### config.mk
export PLATFORM = sky130hd
export DESIGN_NAME = bin2bcd_seq
export DESIGN_NICKNAME = d
export VERILOG_FILES = /design/src/rtl/bin2bcd_seq.sv
export SDC_FILE = /design/constraint.sdc
export NUM_CORES = 1
export LEC_CHECK = 0
export CAP_MARGIN = 20
export CORE_ASPECT_RATIO = 0.6
export CORE_MARGIN = 2
export CORE_UTILIZATION = 53
export DETAILED_ROUTE_END_ITERATION = 10
export PLACE_DENSITY = 0.78
export SLEW_MARGIN = 0
export SYNTH_ARGS = -nofsm -noshare
export SYNTH_HDL_FRONTEND = slang
export SYNTH_SLANG_ARGS = --single-unit
### constraint.sdc
create_clock -name clk -period 1.8 [get_ports clk]
set_input_delay 0.36 -clock clk [delete_from_list [all_inputs] [get_ports clk]]
set_output_delay 0.36 -clock clk [all_outputs]
set_load 0.02 [all_outputs]
### src/rtl/bin2bcd_seq.sv
// -----------------------------------------------------------------------------
// bin2bcd_seq
//   Sequential binary-to-BCD converter (shift-add-3 / double-dabble) that
//   processes one operand bit per clock. It turns a binary count into a
//   packed BCD word for the downstream doubleBCD stage. It also flags operands
//   above MAX_OK, which doubleBCD cannot accept.
//
// Handshake:
//   A conversion is requested by holding start high on a rising edge while
//   busy is low (state IDLE or DONE). bin_in is captured on that same edge.
//   busy stays high for exactly BIN_W cycles. done then pulses for one cycle,
//   and in that cycle bcd_out and range_err carry the new result. start seen
//   while busy is high is ignored. bcd_out and range_err keep their values
//   until the next done.
//
// Ports:
//   clk        in   1          rising-edge clock
//   reset      in   1          synchronous active-high reset (overrides start)
//   start      in   1          conversion request, sampled only while busy==0
//   bin_in     in   BIN_W      binary operand, captured on an accepted start
//   busy       out  1          conversion in progress (state SHIFT)
//   done       out  1          one-cycle result-valid pulse (state DONE)
//   bcd_out    out  4*DIGITS   packed BCD result, digit 0 in [3:0]
//   range_err  out  1          captured operand was greater than MAX_OK
// -----------------------------------------------------------------------------
module bin2bcd_seq #(
    parameter int          BIN_W  = 9,
    parameter int          DIGITS = 3,
    parameter int unsigned MAX_OK = 499
) (
    input  logic                  clk,
    input  logic                  reset,
    input  logic                  start,
    input  logic [BIN_W-1:0]      bin_in,
    output logic                  busy,
    output logic                  done,
    output logic [4*DIGITS-1:0]   bcd_out,
    output logic                  range_err
);

    localparam int ACC_W = 4 * DIGITS;
    localparam int CNT_W = $clog2(BIN_W + 1);

    typedef enum logic [1:0] {
        IDLE  = 2'd0,
        SHIFT = 2'd1,
        DONE  = 2'd2
    } state_t;

    state_t             state;
    state_t             state_next;

    logic [ACC_W-1:0]   acc;
    logic [ACC_W-1:0]   acc_adj;
    logic [ACC_W-1:0]   acc_shift;
    logic [BIN_W-1:0]   bin_sr;
    logic [CNT_W-1:0]   cnt;
    logic               err_pend;
    logic               accept;
    logic               last_shift;

    // ---------------------------------------------------------------------
    // FSM: state register
    // ---------------------------------------------------------------------
    always_ff @(posedge clk) begin
        if (reset) begin
            state <= IDLE;
        end else begin
            state <= state_next;
        end
    end

    // ---------------------------------------------------------------------
    // FSM: next state and decoded outputs
    // ---------------------------------------------------------------------
    always_comb begin
        state_next = state;
        accept     = 1'b0;
        last_shift = 1'b0;
        busy       = 1'b0;
        done       = 1'b0;
        case (state)
            IDLE: begin
                if (start) begin
                    accept     = 1'b1;
                    state_next = SHIFT;
                end
            end
            SHIFT: begin
                busy = 1'b1;
                // cnt==1 before the edge means it reaches 0 on this edge.
                if (cnt == CNT_W'(1)) begin
                    last_shift = 1'b1;
                    state_next = DONE;
                end
            end
            DONE: begin
                done = 1'b1;
                // A start in the DONE cycle is accepted directly, so
                // conversions can run back to back with no idle cycle.
                if (start) begin
                    accept     = 1'b1;
                    state_next = SHIFT;
                end else begin
                    state_next = IDLE;
                end
            end
            default: begin
                state_next = IDLE;
            end
        endcase
    end

    // ---------------------------------------------------------------------
    // Double-dabble step.
    // Every digit is corrected from its pre-shift value, all digits in
    // parallel. A digit >= 5 becomes 8..12 after +3, which still fits in
    // 4 bits, so no carry passes between digits. The corrected accumulator
    // then takes the next operand MSB as it shifts left.
    // ---------------------------------------------------------------------
    always_comb begin
        acc_adj = acc;
        for (int d = 0; d < DIGITS; d++) begin
            if (acc[4*d +: 4] >= 4'd5) begin
                acc_adj[4*d +: 4] = acc[4*d +: 4] + 4'd3;
            end
        end
        acc_shift = {acc_adj[ACC_W-2:0], bin_sr[BIN_W-1]};
    end

    // ---------------------------------------------------------------------
    // Datapath registers
    // ---------------------------------------------------------------------
    always_ff @(posedge clk) begin
        if (reset) begin
            acc       <= '0;
            bin_sr    <= '0;
            cnt       <= '0;
            err_pend  <= 1'b0;
            bcd_out   <= '0;
            range_err <= 1'b0;
        end else begin
            if (accept) begin
                acc      <= '0;
                bin_sr   <= bin_in;
                cnt      <= CNT_W'(BIN_W);
                // The operand is shifted away during conversion, so the range
                // verdict is taken at capture and held until the result is
                // published.
                err_pend <= (32'(bin_in) > MAX_OK);
            end else if (state == SHIFT) begin
                acc    <= acc_shift;
                bin_sr <= {bin_sr[BIN_W-2:0], 1'b0};
                cnt    <= cnt - CNT_W'(1);
            end

            if (last_shift) begin
                bcd_out   <= acc_shift;
                range_err <= err_pend;
            end
        end
    end

endmodule

### After elaboration in Yosys (flattened, before gate mapping)

Index checks and enable logic that the tools add are counted.

| storage, ports and cells | value |
|---|---|
| bits in registers | 41 |
| output and inout port bits | 15 |
| input bits | 12 |
| word-level logic and storage cells | 43 |

| operators by class | value |
|---|---|
| order comparisons | 4 |
| reductions and logical operators | 5 |
| equal/unequal tests | 5 |
| $add $sub $neg | 4 |
| multiplexer cells | 17 |

Operator list:

| cell | number |
|---|---|
| $mux W9 | 2 |
| $mux W4 | 4 |
| $ge A4 B3 Y1 const B | 3 |
| $gt A9 B9 Y1 const B | 1 |
| $add A4 B2 Y4 const B | 2 |
| $mux W1 | 7 |
| $pmux W2 S3 | 1 |
| $eq A4 B1 Y1 const B | 1 |
| $mux W2 | 2 |
| $ne A2 B2 Y1 const B | 2 |
| $reduce_or A2 Y1 | 2 |
| $sub A4 B1 Y4 const B | 1 |
| $add A3 B2 Y3 const B | 1 |
| $mux W3 | 1 |
| $eq A2 B1 Y1 const B | 1 |
| $eq A2 B2 Y1 const B | 1 |
| $logic_not A2 Y1 | 1 |
| $reduce_and A2 Y1 | 1 |
| $reduce_bool A2 Y1 | 1 |

### Longest topological paths before layout

Gate-level depths: netlist (run 1).

| depth | value |
|---|---|
| word-level depth | 4 |
| gate-level depth with buffers | 6 |
| gate-level depth less buffers | 6 |

### Least setup slack after synthesis (run 1)

OpenSTA, ideal clock, no wires.

| path | value |
|---|---|
| kind | flip-flop to flip-flop |
| start point | register cnt[0] |
| end point | register bcd_out[5] |
| stages on the path, launching flop included | 6 |
| clock period less this slack | 1.564 ns |
| setup slack | 0.236 ns |
| buffers on the path | 1 |
| setup time | 0.073 ns |
| required time | 1.727 ns |
| arrival time | 1.491 ns |
| cells stage by stage | dfxtp_1 ha_1 or3b_4 or3_1 buf_6 o22ai_2 |

| on the way | value |
|---|---|
| cells in the longest elaborated chain, start to end | 3 |

RTL lines:

| what | RTL line | text |
|---|---|---|
| from (decl) | 57 | `logic [CNT_W-1:0] cnt;` |
| from (signal assigned) | 146 | `cnt <= CNT_W'(BIN_W);` |
| from (signal assigned) | 154 | `cnt <= cnt - CNT_W'(1);` |
| $eq A4 B1 Y1 | 92 | `if (cnt == CNT_W'(1)) begin` |
| $mux W1 | 92 |  |
| $mux W1 | 82 | `case (state)` |
| to (signal assigned) | 158 | `bcd_out <= acc_shift;` |
| to (decl) | 37 | `output logic [4*DIGITS-1:0] bcd_out,` |

Every way passes these cells.
A chain may end at the register's enable or synchronous reset.

### Worst setup path after layout (run 1)

| path | value |
|---|---|
| start point | register state[0] |
| end point | output port done |

| on the way | value |
|---|---|
| cells in the longest elaborated chain, start to end | 2 |

RTL lines:

| what | RTL line | text |
|---|---|---|
| from (decl) | 50 | `state_t state;` |
| from (signal assigned) | 69 | `state <= state_next;` |
| $eq A2 B2 Y1 | 82 |  |
| $mux W1 | 82 |  |
| to (decl) | 36 | `output logic done,` |

Every way passes these cells.

==> results by group, run 1 <==
Status
  – Run status: completed

Critical path
  – Crit path arrival time: 1350 ps
  – CP Max Fanout: 4
  – R2r setup slk: 110 ps
  – R2R depth: 6
  – Setup CP Type: flop to output pin
  – RR Endpoint: bcd_out[11]$_SDFFE_PP0P_
  – Crit path launch type: flop
  – R2r startpoint: cnt[0]$_SDFFE_PP0P_
  – Critical path capture point type: output pin
  – Required @ worst endpoint: between 1000 and 1500 ps

Global route
  – GRT Util Overall: 24.48%
  – Vias in the first global route: 1,635
  – Congestion Overflow GR: 0
  – First-pass GRT wire length: 7452 um
  – Largest net degree at the start of global routing: 17
  – Antenna violations before repair: 0

Clock tree
  – Total CTS buffers: 5
  – Post-CTS sizing: 1
  – Root Buffer: clkbuf_8
  – Cts hold-fix bufs: 0
  – Clock transition at path regs: ~70 ps
  – Setup Buffers After CTS: 0
  – Clk buf depth: 2
  – Worst skew pair latency: between 200 and 300 ps
  – H-Tree Depth: 2
  – CTS tree: yes
  – Clock Sinks: between 40 and 50

Yosys
  – Simple-gate portion of the synthesized area: 19.90%
  – Seq cells post-synth: 41
  – Mux share of post-synthesis cell area: 3.465%
  – Syn Area/Cell: between 8 and 9 um^2
  – Total number of yosys warnings: 0
  – Gate Count Post-Synth: 205
  – Top cell type's share of synthesized area: 44.57%
  – Synthesized netlist net count: between 200 and 250
  – Synth cell types: 31
  – Sequential area share after synthesis: 44.57%
  – Largest family of logic cells by synthesized area: simple AND/OR/NAND/NOR gates
  – Synth area leader: dfxtp_1
  – Ranking of synthesized cells by area: dfxtp_1 (45%), ha_1 (5.4%), nor2_1 (4.7%)
  – Compound-Gate Fraction of Synth Area: 18.34%
  – Mapped Area: 1842 um^2
  – Synth Area in XOR/XNOR: 2.853%
  – Area share of fa/ha/maj cells after synthesis: 5.435%

Power and ir drop
  – Internal power: 1.369 mW
  – Pwr dens: 816.2 nW/um^2
  – Comb pwr share: 16.8%
  – Clock Power Share: 30.5%
  – Flop pwr share: 52.8%
  – Lkg Pwr: around 0.8 nW
  – Worst ir drop on vdd: between 500 and 600 uV
  – Psw: 0.4965 mW
  – Switch share: 26.61%
  – PnR Total Power: 1.866 mW

Hold path
  – Hold depth: 2
  – Hold Startpoint: acc[9]$_SDFFE_PP0P_
  – Worst Hold Class: flop to flop
  – Hold Path End: acc[9]$_SDFFE_PP0P_

Layout
  – Fin util: 69.63%
  – Commonest cells after routing, fill and taps aside: dfxtp_1 (41), clkdlybuf4s50_1 (25), nor2_1 (23), a21oi_1 (15), nand2_1 (14)
  – Layout cell share with drive strength beyond 1: 12.92%
  – Commonest non-fill, non-tap cell in the layout: dfxtp_1
  – Final #Nets: 259
  – Filler-free cell count of the finished design: 285
  – Synth-to-layout area growth: 24.12%
  – Fillers: about 260
  – Antenna cell count: 0

Detailed routing
  – Final antenna-violating net count: 0
  – Drt first-iter violations: between 70 and 80
  – Via density per instance: 5.582
  – Detailed Route WL: 4276 um
  – Vias post-DR: 1,591
  – Wire length per cell: between 15 and 20 um
  – DRC: 0
  – DRT Pass-1 Iters: 4

Placement
  – Placer Congestion: ~0.85
  – Port Buf Inserts: 26
  – Detailed Place HPWL: between 3000 and 4000 um
  – Placed insts: approximately 280

Floorplanning
  – Overall die area: 3978 um^2
  – # rows: 16
  – Initial Util: roughly 56%
  – Core ar.: 3283 um^2
  – # IOs: 27
  – Die Span Y: around 50 um
  – Die width: 80.11 um

Timing
  – Worst slew margin: between 70% and 80%
  – Fin. Hold Viols: 0
  – Tmin final: 1714 ps
  – Maximum clock rate: 0.5833 GHz
  – Worst Tran Pin Value: 316.4 ps
  – RSZ-0062 raised after global routing: false
  – Clock Skew: 2.825 ps
  – Slew Limit Fails: 0
  – Final TNS setup: 0 ps
  – Crit share post-route: 95.24%
  – Final setup viols: 0

Job
  – Maxcap violations: 0
cell type report:
| cell class | instances | area [um^2] | share of cell area [%] |
|---|---|---|---|
| Sequential cell | 41 | 820.8 | 35.91 |
| Clock buffer | 8 | 80.08 | 3.503 |
| Multi-Input combinational cell | 143 | 929.6 | 40.67 |
| Timing Repair Buffer | 38 | 361.6 | 15.82 |
| Tap cell | 45 | 56.30 | 2.463 |
| Inverter | 10 | 37.54 | 1.642 |
cell families (layout without fill, tap and decap cells):
logic type,Yosys count,count (layout)
AO/OA/AOI/OAI,50,50
XOR/XNOR,6,6
adder cells (fa/ha/maj),8,8
buffers and inverters,21,56
flip-flops,41,41
multiplexers,6,6
AND/OR/NAND/NOR,73,73
how the worst max path moves through the flow:
stage | start | to | slack (ps) | cells past startpoint
3_3_place_gp | reset | bcd_out[6]$_SDFFE_PP0P_ | 120 | 3
6_report | state[0]$_SDFFE_PP0P_ | done | 90 | 2
2_1_floorplan | cnt[0]$_SDFFE_PP0P_ | bcd_out[5]$_SDFFE_PP0P_ | 240 | 5
5_1_grt | cnt[1]$_SDFFE_PP0P_ | bcd_out[4]$_SDFFE_PP0P_ | 8 | 7
3_5_place_dp | cnt[0]$_SDFFE_PP0P_ | bcd_out[10]$_SDFFE_PP0P_ | 50 | 4
4_1_cts | cnt[1]$_SDFFE_PP0P_ | bcd_out[10]$_SDFFE_PP0P_ | 20 | 5
critical path, stage by stage, from the launching register on:
cell	delay [ps]
dfxtp_1	340
nor2b_1	120
clkdlybuf4s50_1	610
power by group through the flow:
| stage | sequential, mW | clock (mW) | combinational, mW |
|---|---|---|---|
| after detailed placement | 1.00 | 0 | 0.309 |
| final | 0.984 | 0.568 | 0.313 |
| after global routing | 0.990 | 0.625 | 0.345 |
| after floorplan | 1.01 | 0 | 0.186 |
| after CTS | 0.984 | 0.580 | 0.310 |
| after global placement | 1.00 | 0 | 0.296 |
synth_stat cells, drive strengths merged:
library cell	number
dfxtp	41
nor2	24
o22ai	18
a21oi	16
nand2	14
nand2b	12
inv	9
ha	8
nor3	8
a211oi	7
buf	7
o21ai	6
xnor2	5
clkbuf	4
nand3	4
nor3b	4
mux2	3
mux2i	3
a311oi	2
nor2b	2
or3	2
a22oi	1
clkinv	1
nand4	1
nor4	1
or3b	1
xor2	1
metal layers:
layer / vias to the layer above / track usage [%] / wire, um
li1: 782 / - / -
met1: 751 / 30.97 / 1953
met2: 54 / 40.14 / 2013
met3: 4 / 7.143 / 273
met4: 0 / 8.192 / 36
met5: - / 0 / 0
through the flow:
stage | hold slack [ps] | instance area (um^2) | setup slack [ps]
after global routing | 498.8 | 2286 | 7.750
final | 489.7 | 2286 | 85.63
after floorplan | 444.9 | 1842 | 236.4
after global placement | 457.6 | 2198 | 115.3
after CTS | 486.9 | 2277 | 24.02
after detailed placement | 460.6 | 2198 | 46.21
state kept, by name, summed over array words and instances (netlist names):
signal,flops
cnt,4
state,2
acc,12
err_pend,1
bcd_out,12
range_err,1
bin_sr,9
Note: power is estimated with default switching activity, not from simulation.
==> inputs of run 2 (changes only) <==
--- a/config.mk
+++ b/config.mk
@@ -10,7 +10,7 @@
 export CORE_MARGIN = 2
 export CORE_UTILIZATION = 53
 export DETAILED_ROUTE_END_ITERATION = 10
-export PLACE_DENSITY = 0.78
+export PLACE_DENSITY = 0.8
 export SLEW_MARGIN = 0
 export SYNTH_ARGS = -nofsm -noshare
 export SYNTH_HDL_FRONTEND = slang
==> run 2 against run 1 <==
Net effect: cell area shrank 0.60%; maximum frequency rose by 4.8%; largest cell class unchanged; utilization shrank 0.42 points; clock skew up 4.7 ps; routed wire length is 8.5% lower; worst hold slack worse by 17 ps; highest routed layer unchanged; sequential share of layout area rose by 0.22 points.
==> results by group, run 2 (same netlist as run 1, synthesis figures left out) <==
Global route
  – Antenna violations before repair: 0
  – GRT Util Overall: 22.37%
  – Congestion Overflow GR: 0
  – Largest net degree at the start of global routing: 27
  – Vias in the first global route: 1,461
  – First-pass GRT wire length: 6679 um

Floorplanning
  – Overall die area: between 3000 and 4000 um^2
  – Core ar.: ~3300 um^2
  – Initial Util: about 56%
  – Die width: roughly 80 um
  – Die Span Y: about 50 um
  – # IOs: 27
  – # rows: 16

Status
  – Run status: completed

Timing
  – Worst setup margin: approximately 160 ps
  – Crit share post-route: 90.86%
  – Tmin final: approximately 1600 ps
  – Slew Limit Fails: 0
  – Final TNS setup: 0 ps
  – Worst Tran Pin Value: 341.6 ps
  – Clock Skew: about 7.5 ps
  – Worst slew margin: 77.02%
  – Fin. Hold Viols: 0
  – Final setup viols: 0
  – Maximum clock rate: between 0.6 and 0.7 GHz
  – RSZ-0062 raised after global routing: false

Clock tree
  – Clk buf depth: 2
  – Total CTS buffers: 5
  – CTS tree: yes
  – H-Tree Depth: 2
  – Worst skew pair latency: 300 ps
  – Clock Sinks: 41
  – Root Buffer: clkbuf_8
  – Clock transition at path regs: roughly 80 ps

Detailed routing
  – Final antenna-violating net count: 0
  – DRT Pass-1 Iters: 4
  – M1 WL: 2110 um
  – Routed wl met3: approximately 160 um
  – Via density per instance: 5.300
  – DR WL met2: 1596 um
  – Wire length per cell: around 14 um
  – Top sig layer: met4
  – Vias post-DR: roughly 1,500
  – Drt first-iter violations: 99
  – DRC: 0
  – Detailed Route WL: 3911 um

Layout
  – Commonest cells after routing, fill and taps aside: dfxtp_1 (41), clkdlybuf4s50_1 (24), nor2_1 (23), a21oi_1 (16), nand2_1 (14)
  – Antenna cell count: 0
  – Commonest non-fill, non-tap cell in the layout: dfxtp_1
  – Layout cell share with drive strength beyond 1: approximately 13%
  – Final #Nets: approximately 260
  – Synth-to-layout area growth: 23.37%
  – Filler-free cell count of the finished design: 283
  – Top Registers: acc x12, bcd_out x12, bin_sr x9

Placement
  – Port Buf Inserts: 26
  – Placed insts: around 270
  – Detailed Place HPWL: 2780 um
  – Placer Congestion: approximately 0.8
  – Post-Place Worst Slack: 62.74 ps

Hold path
  – Hold depth: 2
  – Worst Hold Class: flop to flop

Critical path
  – Crit path launch type: flop
  – Required @ worst endpoint: between 2000 and 2500 ps
  – CP Max Fanout: 13
  – Setup CP Type: flop to flop
  – Crit path arrival time: 1840 ps
  – Critical path capture point type: flop
  – R2R depth: 6

Job
  – Maxcap violations: 0

Power and ir drop
  – Lkg Pwr: between 0.8 and 0.9 nW
  – Pwr dens: 819.8 nW/um^2
  – Worst ir drop on vdd: 589.9 uV
  – PnR Total Power: 1.863 mW
-- run 2: cell types whose count changed in the layout (fill, tap and decap cells not counted) --
cell and change:
a21oi_1 +1, a21oi_2 -1, buf_4 -2, clkbuf_1 -2, clkdlybuf4s50_1 -1, clkinv_2 +2
dlymetal6s2s_1 +1
-- run 2: layer usage --
| metal | up-vias | track usage, % |
|---|---|---|
| li1 | 774 | - |
| met1 | 697 | 31.57 |
| met2 | 24 | 31.53 |
| met3 | 5 | 8.608 |
| met4 | 0 | 6.780 |
| met5 | - | 0 |
-- run 2: area by class of cell --
type / instances / area [um^2]
repair buffers: 36 / 349.1
inverters: 10 / 37.54
clock buffers: 6 / 72.57
fillers: 264 / 1011
multi-input cells: 143 / 925.9
well taps: 45 / 56.30
flip-flops and latches: 41 / 820.8
clock inverters: 2 / 10.01
-- run 2: critical path, cell delays in order (launching register included) --
cell and delay, ps:
dfxtp_1 390, ha_1 160, or3b_4 410, nor2_4 140, buf_12 140, nor2_1 50
a311oi_1 250
-- run 2: where the power goes --
part	switching [mW]	total [mW]	internal (mW)	leakage, nW
logic	0.166	0.301	0.136	0.439
clock network	0.311	0.579	0.269	0.0450
registers	0.0304	0.982	0.952	0.334
-- run 2: path summary, 6_finish.rpt --
| kind | start | endpoint | slack (ps) |
|---|---|---|---|
| worst min-delay path | acc[9]$_SDFFE_PP0P_ | acc[9]$_SDFFE_PP0P_ | 470 |
| worst max-delay path | cnt[0]$_SDFFE_PP0P_ | bcd_out[11]$_SDFFE_PP0P_ | 160 |
| worst min register to register | acc[9]$_SDFFE_PP0P_ | acc[9]$_SDFFE_PP0P_ | 470 |
| worst max register to register | cnt[0]$_SDFFE_PP0P_ | bcd_out[11]$_SDFFE_PP0P_ | 160 |
-- run 2: metrics by stage --
stage                     hold WS, ps  util, %  instance area (um^2)
after floorplan                 444.9        -                  1842
after global placement          453.5    65.89                  2163
after detailed placement        460.7    65.89                  2163
after CTS                       472.1    68.37                  2245
after global routing            504.3    69.21                  2272
final                           472.8    69.21                  2272
-- run 2: repair_timing --
item / 4_1_cts / 5_1_grt
hold buffers: 0 / 0
endpoints found under the setup margin: 1 / 10
buffers inserted: 0 / 1
pin swaps: 0 / 1
gates resized for setup: 1 / 2
